$ cat src/rtl/ifu_fetch.sv
// ifu_fetch: single-outstanding instruction fetch unit.
// Takes a pc from the pc generator, issues one aligned doubleword read on a
// simple AR/R handshake bus, and returns the selected 32-bit instruction.
// Misaligned pcs and bus error responses both produce a nop with fetch_err.
module ifu_fetch #(
  parameter int DW = 64,  // data and address width in bits
  parameter int IW = 32   // instruction width in bits
) (
  input  logic          clk,
  input  logic          rstn,
  // pc generator side
  input  logic [DW-1:0] fetch_pc,
  input  logic          fetch_req,
  output logic [IW-1:0] inst,
  output logic          inst_valid,
  output logic          fetch_err,
  output logic          busy,
  // memory read address channel
  output logic [DW-1:0] araddr,
  output logic          arvalid,
  input  logic          arready,
  // memory read data channel
  input  logic [DW-1:0] rdata,
  input  logic [1:0]    rresp,
  input  logic          rvalid,
  output logic          rready
);

  // Canonical RISC-V nop (addi x0, x0, 0); returned on any faulted fetch.
  localparam logic [IW-1:0] NOP = IW'(32'h0000_0013);

  typedef enum logic [1:0] {
    IDLE = 2'd0,
    ADDR = 2'd1,
    DATA = 2'd2
  } state_e;

  state_e          state_q, state_d;
  logic [DW-1:0]   araddr_q, araddr_d;
  logic            wsel_q, wsel_d;        // 1: upper word of the doubleword
  logic [IW-1:0]   inst_q, inst_d;
  logic            inst_valid_q, inst_valid_d;
  logic            fetch_err_q, fetch_err_d;

  // A pc is fetchable only if it is word aligned.
  logic            pc_aligned;
  logic            resp_err;
  logic [IW-1:0]   rdata_word;

  assign pc_aligned = (fetch_pc[1:0] == 2'b00);
  assign resp_err   = (rresp != 2'b00);
  assign rdata_word = wsel_q ? rdata[2*IW-1:IW] : rdata[IW-1:0];

  // State and output registers; reset abandons any transaction in flight.
  always_ff @(posedge clk or negedge rstn) begin
    if (!rstn) begin
      state_q      <= IDLE;
      araddr_q     <= '0;
      wsel_q       <= 1'b0;
      inst_q       <= NOP;
      inst_valid_q <= 1'b0;
      fetch_err_q  <= 1'b0;
    end else begin
      state_q      <= state_d;
      araddr_q     <= araddr_d;
      wsel_q       <= wsel_d;
      inst_q       <= inst_d;
      inst_valid_q <= inst_valid_d;
      fetch_err_q  <= fetch_err_d;
    end
  end

  // Next-state logic: requests are sampled only in IDLE, so a request seen
  // while a transaction is outstanding is dropped rather than queued.
  always_comb begin
    state_d      = state_q;
    araddr_d     = araddr_q;
    wsel_d       = wsel_q;
    inst_d       = inst_q;
    inst_valid_d = 1'b0;
    fetch_err_d  = 1'b0;

    unique case (state_q)
      IDLE: begin
        if (fetch_req) begin
          if (pc_aligned) begin
            state_d  = ADDR;
            araddr_d = {fetch_pc[DW-1:3], 3'b000};
            wsel_d   = fetch_pc[2];
          end else begin
            // Misaligned: fault locally without touching the bus.
            inst_d       = NOP;
            inst_valid_d = 1'b1;
            fetch_err_d  = 1'b1;
          end
        end
      end

      ADDR: begin
        if (arready) begin
          state_d = DATA;
        end
      end

      DATA: begin
        if (rvalid) begin
          state_d      = IDLE;
          inst_d       = resp_err ? NOP : rdata_word;
          inst_valid_d = 1'b1;
          fetch_err_d  = resp_err;
        end
      end

      default: begin
        state_d = IDLE;
      end
    endcase
  end

  // Bus handshakes are decoded from state so they can never overlap.
  assign arvalid    = (state_q == ADDR);
  assign rready     = (state_q == DATA);
  assign busy       = (state_q != IDLE);
  assign araddr     = araddr_q;
  assign inst       = inst_q;
  assign inst_valid = inst_valid_q;
  assign fetch_err  = fetch_err_q;

endmodule

$ cat config.mk
export PLATFORM = sky130hd
export DESIGN_NAME = ifu_fetch
export DESIGN_NICKNAME = d
export VERILOG_FILES = /design/src/rtl/ifu_fetch.sv
export SDC_FILE = /design/constraint.sdc
export NUM_CORES = 1
export LEC_CHECK = 0
export BUFFER_PORTS_ARGS = -buffer_cell sky130_fd_sc_hd__buf_2
export CAP_MARGIN = 20
export CORE_MARGIN = 10
export CORE_UTILIZATION = 49
export DETAILED_ROUTE_END_ITERATION = 8
export GPL_TIMING_DRIVEN = 1
export PLACE_DENSITY_LB_ADDON = 0.25
export SLEW_MARGIN = 20
export SYNTH_ARGS = -nofsm -noshare
export SYNTH_HDL_FRONTEND = slang
export SYNTH_SLANG_ARGS = --single-unit
$ cat constraint.sdc
create_clock -name clk -period 2.8 [get_ports clk]
set_input_delay 0.84 -clock clk [delete_from_list [all_inputs] [get_ports clk]]
set_output_delay 0.84 -clock clk [all_outputs]
set_load 0.02 [all_outputs]
# Word level (Yosys, flattened, before mapping)
# Cells that the tools add are included.
# W data, S select, Z words.
totals:
  elab_cells: 38
  out_inout_bits: 101
  in_bits: 135
  reg_bits: 98
classes:
  n_eq_ne: 7
  muxes: 17
  reduce_logical: 8
op_table:
  columns: ["cell", "count"]
  rows:
  - ["$mux W32", 5]
  - ["$pmux W32 S2", 1]
  - ["$mux W2", 4]
  - ["$ne A2 B2 Y1 const B", 4]
  - ["$reduce_and A4 Y1", 2]
  - ["$pmux W2 S3", 1]
  - ["$reduce_bool A2 Y1", 3]
  - ["$logic_not A2 Y1", 2]
  - ["$mux W1", 4]
  - ["$pmux W1 S2", 2]
  - ["$reduce_and A3 Y1", 1]
  - ["$eq A2 B1 Y1 const B", 1]
  - ["$eq A2 B2 Y1 const B", 1]
  - ["$ne A2 B1 Y1 const B", 1]

# Longest topological paths before layout
depth:
  word_depth: 4
  mapped_depth: 6
  mapped_depth_nobuf: 3

# Least setup slack after synthesis
# No wires, ideal clock.
synth_path:
  path_type: "register to output"
  from: "reg state_q[0]"
  to: "out arvalid"
  t_arrival_ns: 0.965
  path_stages_with_launch: 3
  path_buffers: 1
  path_slack_ns: 0.995
  required_ns: 1.960
  cell_sequence: "dfrtp_1 buf_2 nor2b_1"
synth_between:
  elab_chain_cells: 1
synth_rtl:
  columns: ["item", "line_no", "source"]
  rows:
  - ["start: declaration", "38", "state_e state_q, state_d;"]
  - ["start signal: assignment", "64", "state_q <= state_d;"]
  - ["$eq A2 B1 Y1", "121", "assign arvalid = (state_q == ADDR);"]
  - ["end: declaration", "20", "output logic arvalid,"]
# No other way between the ends.

# Worst setup path in the final report
# Ends and elaborated chain as after synthesis.

==> implementation parameters <==
Parameter                              Value

Yosys
  Multiplexer share of the synthesized area    0.248
  Gate Count Post-Synth    approximately 380
  Main combinational cell family by area after synthesis    multiplexers
  Distinct cells, synth    27
  Number of synthesized register bits    98
  Biggest area contributors in the synthesized netlist    dfrtp_1, mux2_4, mux2_1, mux2_2, nand3_1
  Primary flip-flop cell chosen by synthesis mapping    dfrtp_1
  Yosys warnings    0
  Synth Area in XOR/XNOR    0
  Biggest area consumer among synthesized cells    dfrtp_1
  Ranking of synthesized cells by instance count    dfrtp_1, nand3_1, mux2_1
  FFs w/ async S/R, synth    1.00
  Seq/Total Area, Yosys    0.529
  Most frequent cell after synthesis    dfrtp_1
  Post-synthesis share of cell area spent on and, or, nand and nor gates    0.119
  Post-synthesis area per instance    between 10 and 15 µm²
  Adder-cell share of the synthesized area    0
  Mapped Area    around 4600 µm²
  Synthesized-area fraction occupied by ao, oa, aoi and oai cells    0.0585
  Number of flops mapped to enable cells by yosys    0
  Post-synth top area share    0.512

Timing
  Relative slew slack    0.527
  Count of final setup violators    0
  RSZ-0062 raised after global routing    no
  Slew at the pin closest to its max-slew limit    between 700 and 800 ps
  Final worst-path cycle share    0.840
  Final-layout worst hold slack    304 ps
  Max Freq    around 0.43 GHz
  Setup total negative slack    0 ps
  Fin Clk Skew    14.0 ps
  Pins Over Slew Limit    0
  Crit path time final    about 2400 ps
  Hold Violations, Final    0

Detailed routing
  Uppermost metal layer occupied by signal nets    met4
  Residual antenna-violating net count after detailed routing    0
  Routed wire length on met3    around 1200 µm
  DR iter-0 viols    just under 300
  Wire length on met1    between 5000 and 6000 µm
  Via-to-Cell Ratio    ~5.2
  Vias after detailed routing    about 3800
  Met2 wire length    ~6600 µm
  Detailed-route wire length    ~14000 µm
  Post-detailed-route DRC marker count    0
  Number of iterations in the first detailed-routing pass    4
  Average wire length per cell after detail routing    18.8 µm

Die
  Number of rows in the core area    35
  Full die area    about 14000 µm²
  Starting density of the core    0.503
  I/O pins    about 240
  Core Region    a little over 9000 µm²
  DIE WIDTH    about 120 µm
  Die boundary height    117 µm

Power
  IR Drop Worst-Case VDD    296 µV
  Power, Total    about 4.3 mW
  Sequential cell fraction of total power    0.437
  Total internal power    2.80 mW
  Fraction of power consumed by the clock network    0.214
  Switching share of power    0.353
  Power Dens Cells    around 710 nW/µm²
  Psw    approximately 1.5 mW
  Comb pwr share    0.349
  Reported leakage power    3.18 nW

Clock tree
  TritonCTS clock tree    yes
  Number of hold-repair buffers added at the cts stage    0
  TritonCTS buffer count    9
  Number of buffers on the longest clock path    2
  Buffers inserted by post-CTS timing repair    0
  H-tree depth    3
  Worst-path clk slew    110 ps
  Clock sink count    between 90 and 100
  Clock tree root buffer cell    clkbuf_8
  Cts repair resizes    0
  Clock network latency to the later pin of the worst-skew pair    around 360 ps

Setup path
  Delay contributed by the slowest stage of the critical path    710 ps
  Endpoint type of the worst setup path    primary output
  Largest fanout on the critical path    16
  Bufs and invs on worst path    1
  Worst path slowest cell    dfrtp_1
  Critical path type    register to primary output
  Startpoint of the worst-slack reg-to-reg timing path    state_q[0]$_DFFE_PN0P_
  Worst Reg-to-Reg Cells    4
  Arrival time of data at the critical path endpoint    between 1500 and 2000 ps
  Series of cell instances along the critical path    nor2b_1, buf_2
  Cell family contributing the most delay on the critical path    flip-flops
  Type of element launching the critical path    register
  Endpoint of the lowest-slack register-to-register path    araddr[30]$_DFFE_PN0P_
  R2r setup slk    around 860 ps
  Req. time, crit path    1960 ps

Place
  Routability-driven placement congestion ratio    between 0.7 and 0.8
  Placed cell count    between 700 and 800
  Post-placement cell area    just under 6000 µm²
  Detailed Place HPWL    about 11000 µm
  # port buffers    between 200 and 250

Layout
  Final instance count without filler cells    between 700 and 800
  Area growth, synth to finish    31.4%
  Share of post-route cells with drive strength above 1    0.536
  Number of nets at the end of the flow    733
  Total non-filler cell area in the finished layout    6100 µm²

Global routing
  Number of global-route vias before repair    3998
  Leftover overflow at the end of global routing    0
  Largest net degree at the start of global routing    53
  Wire length of the first global-routing pass    approximately 22000 µm
  Initial antenna violation count    0
  Global-route usage over all layers    0.194

Hold path
  HP Class    input port to async pin

Flow run
  Max cap viols    0

Status
  Result of the run    finished clean
-- layer usage --
metal  track usage  vias up
li1              -     1784
met1         0.243     1845
met2         0.315      179
met3        0.0643       12
met4        0.0462        0
met5             0        -
-- worst max-delay path by stage --
stage	slack, ps	cells after the start	end	from
4_1_cts	430	2	arvalid	state_q[0]$_DFFE_PN0P_
2_1_floorplan	990	2	arvalid	state_q[0]$_DFFE_PN0P_
3_5_place_dp	540	5	araddr[30]$_DFFE_PN0P_	fetch_pc[1]
6_report	450	2	arvalid	state_q[0]$_DFFE_PN0P_
5_1_grt	350	2	arvalid	state_q[0]$_DFFE_PN0P_
3_3_place_gp	580	5	araddr[5]$_DFFE_PN0P_	fetch_pc[1]
-- cells by family after synthesis --
| logic type | count (synthesis) |
|---|---|
| muxes | 94 |
| and+or+nand+nor | 109 |
| DFF | 98 |
| buffers and inverters | 36 |
| other | 1 |
| AOI/OAI and AO/OA | 39 |
-- layout make-up --
type                       count  area (µm²)
antenna                        1        2.50
clock buffer                  10         128
clock inverter                 6        78.8
fill                         728        3140
inverter                       2        7.51
multi-input combinational    245        1990
sequential                    98        2460
tap                          129         161
timing repair buffer         242        1280
-- registers in the layout, indices dropped and copies added (netlist names) --
name        count
araddr         61
fetch_err       1
inst_valid      1
inst           32
state_q         2
wsel_q          1
-- power groups by stage --
| stage | clock network, mW | logic [mW] | registers, mW |
|---|---|---|---|
| 2_1_floorplan | 0 | 0.588 | 2.27 |
| 3_3_place_gp | 0 | 1.50 | 1.90 |
| 3_5_place_dp | 0 | 1.53 | 1.92 |
| 4_1_cts | 0.955 | 1.54 | 1.89 |
| 5_1_grt | 1.02 | 1.62 | 1.94 |
| 6_report | 0.925 | 1.51 | 1.89 |
-- cells in the final DEF, fill, tap and decap left out, types with 2 or more instances in the layout --
| master | count |
|---|---|
| a21oi_1 | 6 |
| and3_1 | 3 |
| buf_12 | 3 |
| buf_2 | 231 |
| buf_4 | 8 |
| clkbuf_8 | 9 |
| clkinv_4 | 2 |
| clkinvlp_4 | 2 |
| conb_1 | 3 |
| dfrtp_1 | 95 |
| dfstp_2 | 3 |
| inv_1 | 2 |
| mux2_1 | 34 |
| mux2_2 | 31 |
| mux2_4 | 26 |
| mux2i_1 | 3 |
| nand2_1 | 30 |
| nand2b_1 | 5 |
| nand3_1 | 61 |
| nor2_4 | 2 |
| nor2b_1 | 2 |
| o211ai_1 | 29 |
| o21ai_0 | 3 |
| or2_2 | 2 |
-- through the flow --
step                setup slack, ps   util
finish                          449  0.660
global route                    347  0.660
CTS                             428  0.660
detailed placement              536  0.638
global placement                580  0.638
floorplan                       995      -
-- worst register-to-register path: stages (launching register included) --
cell     delay (ps)
dfrtp_1         710
nor2_4          100
nand3_4         310
buf_12          320
mux2_1          390
(Power assumes the default switching activity.)
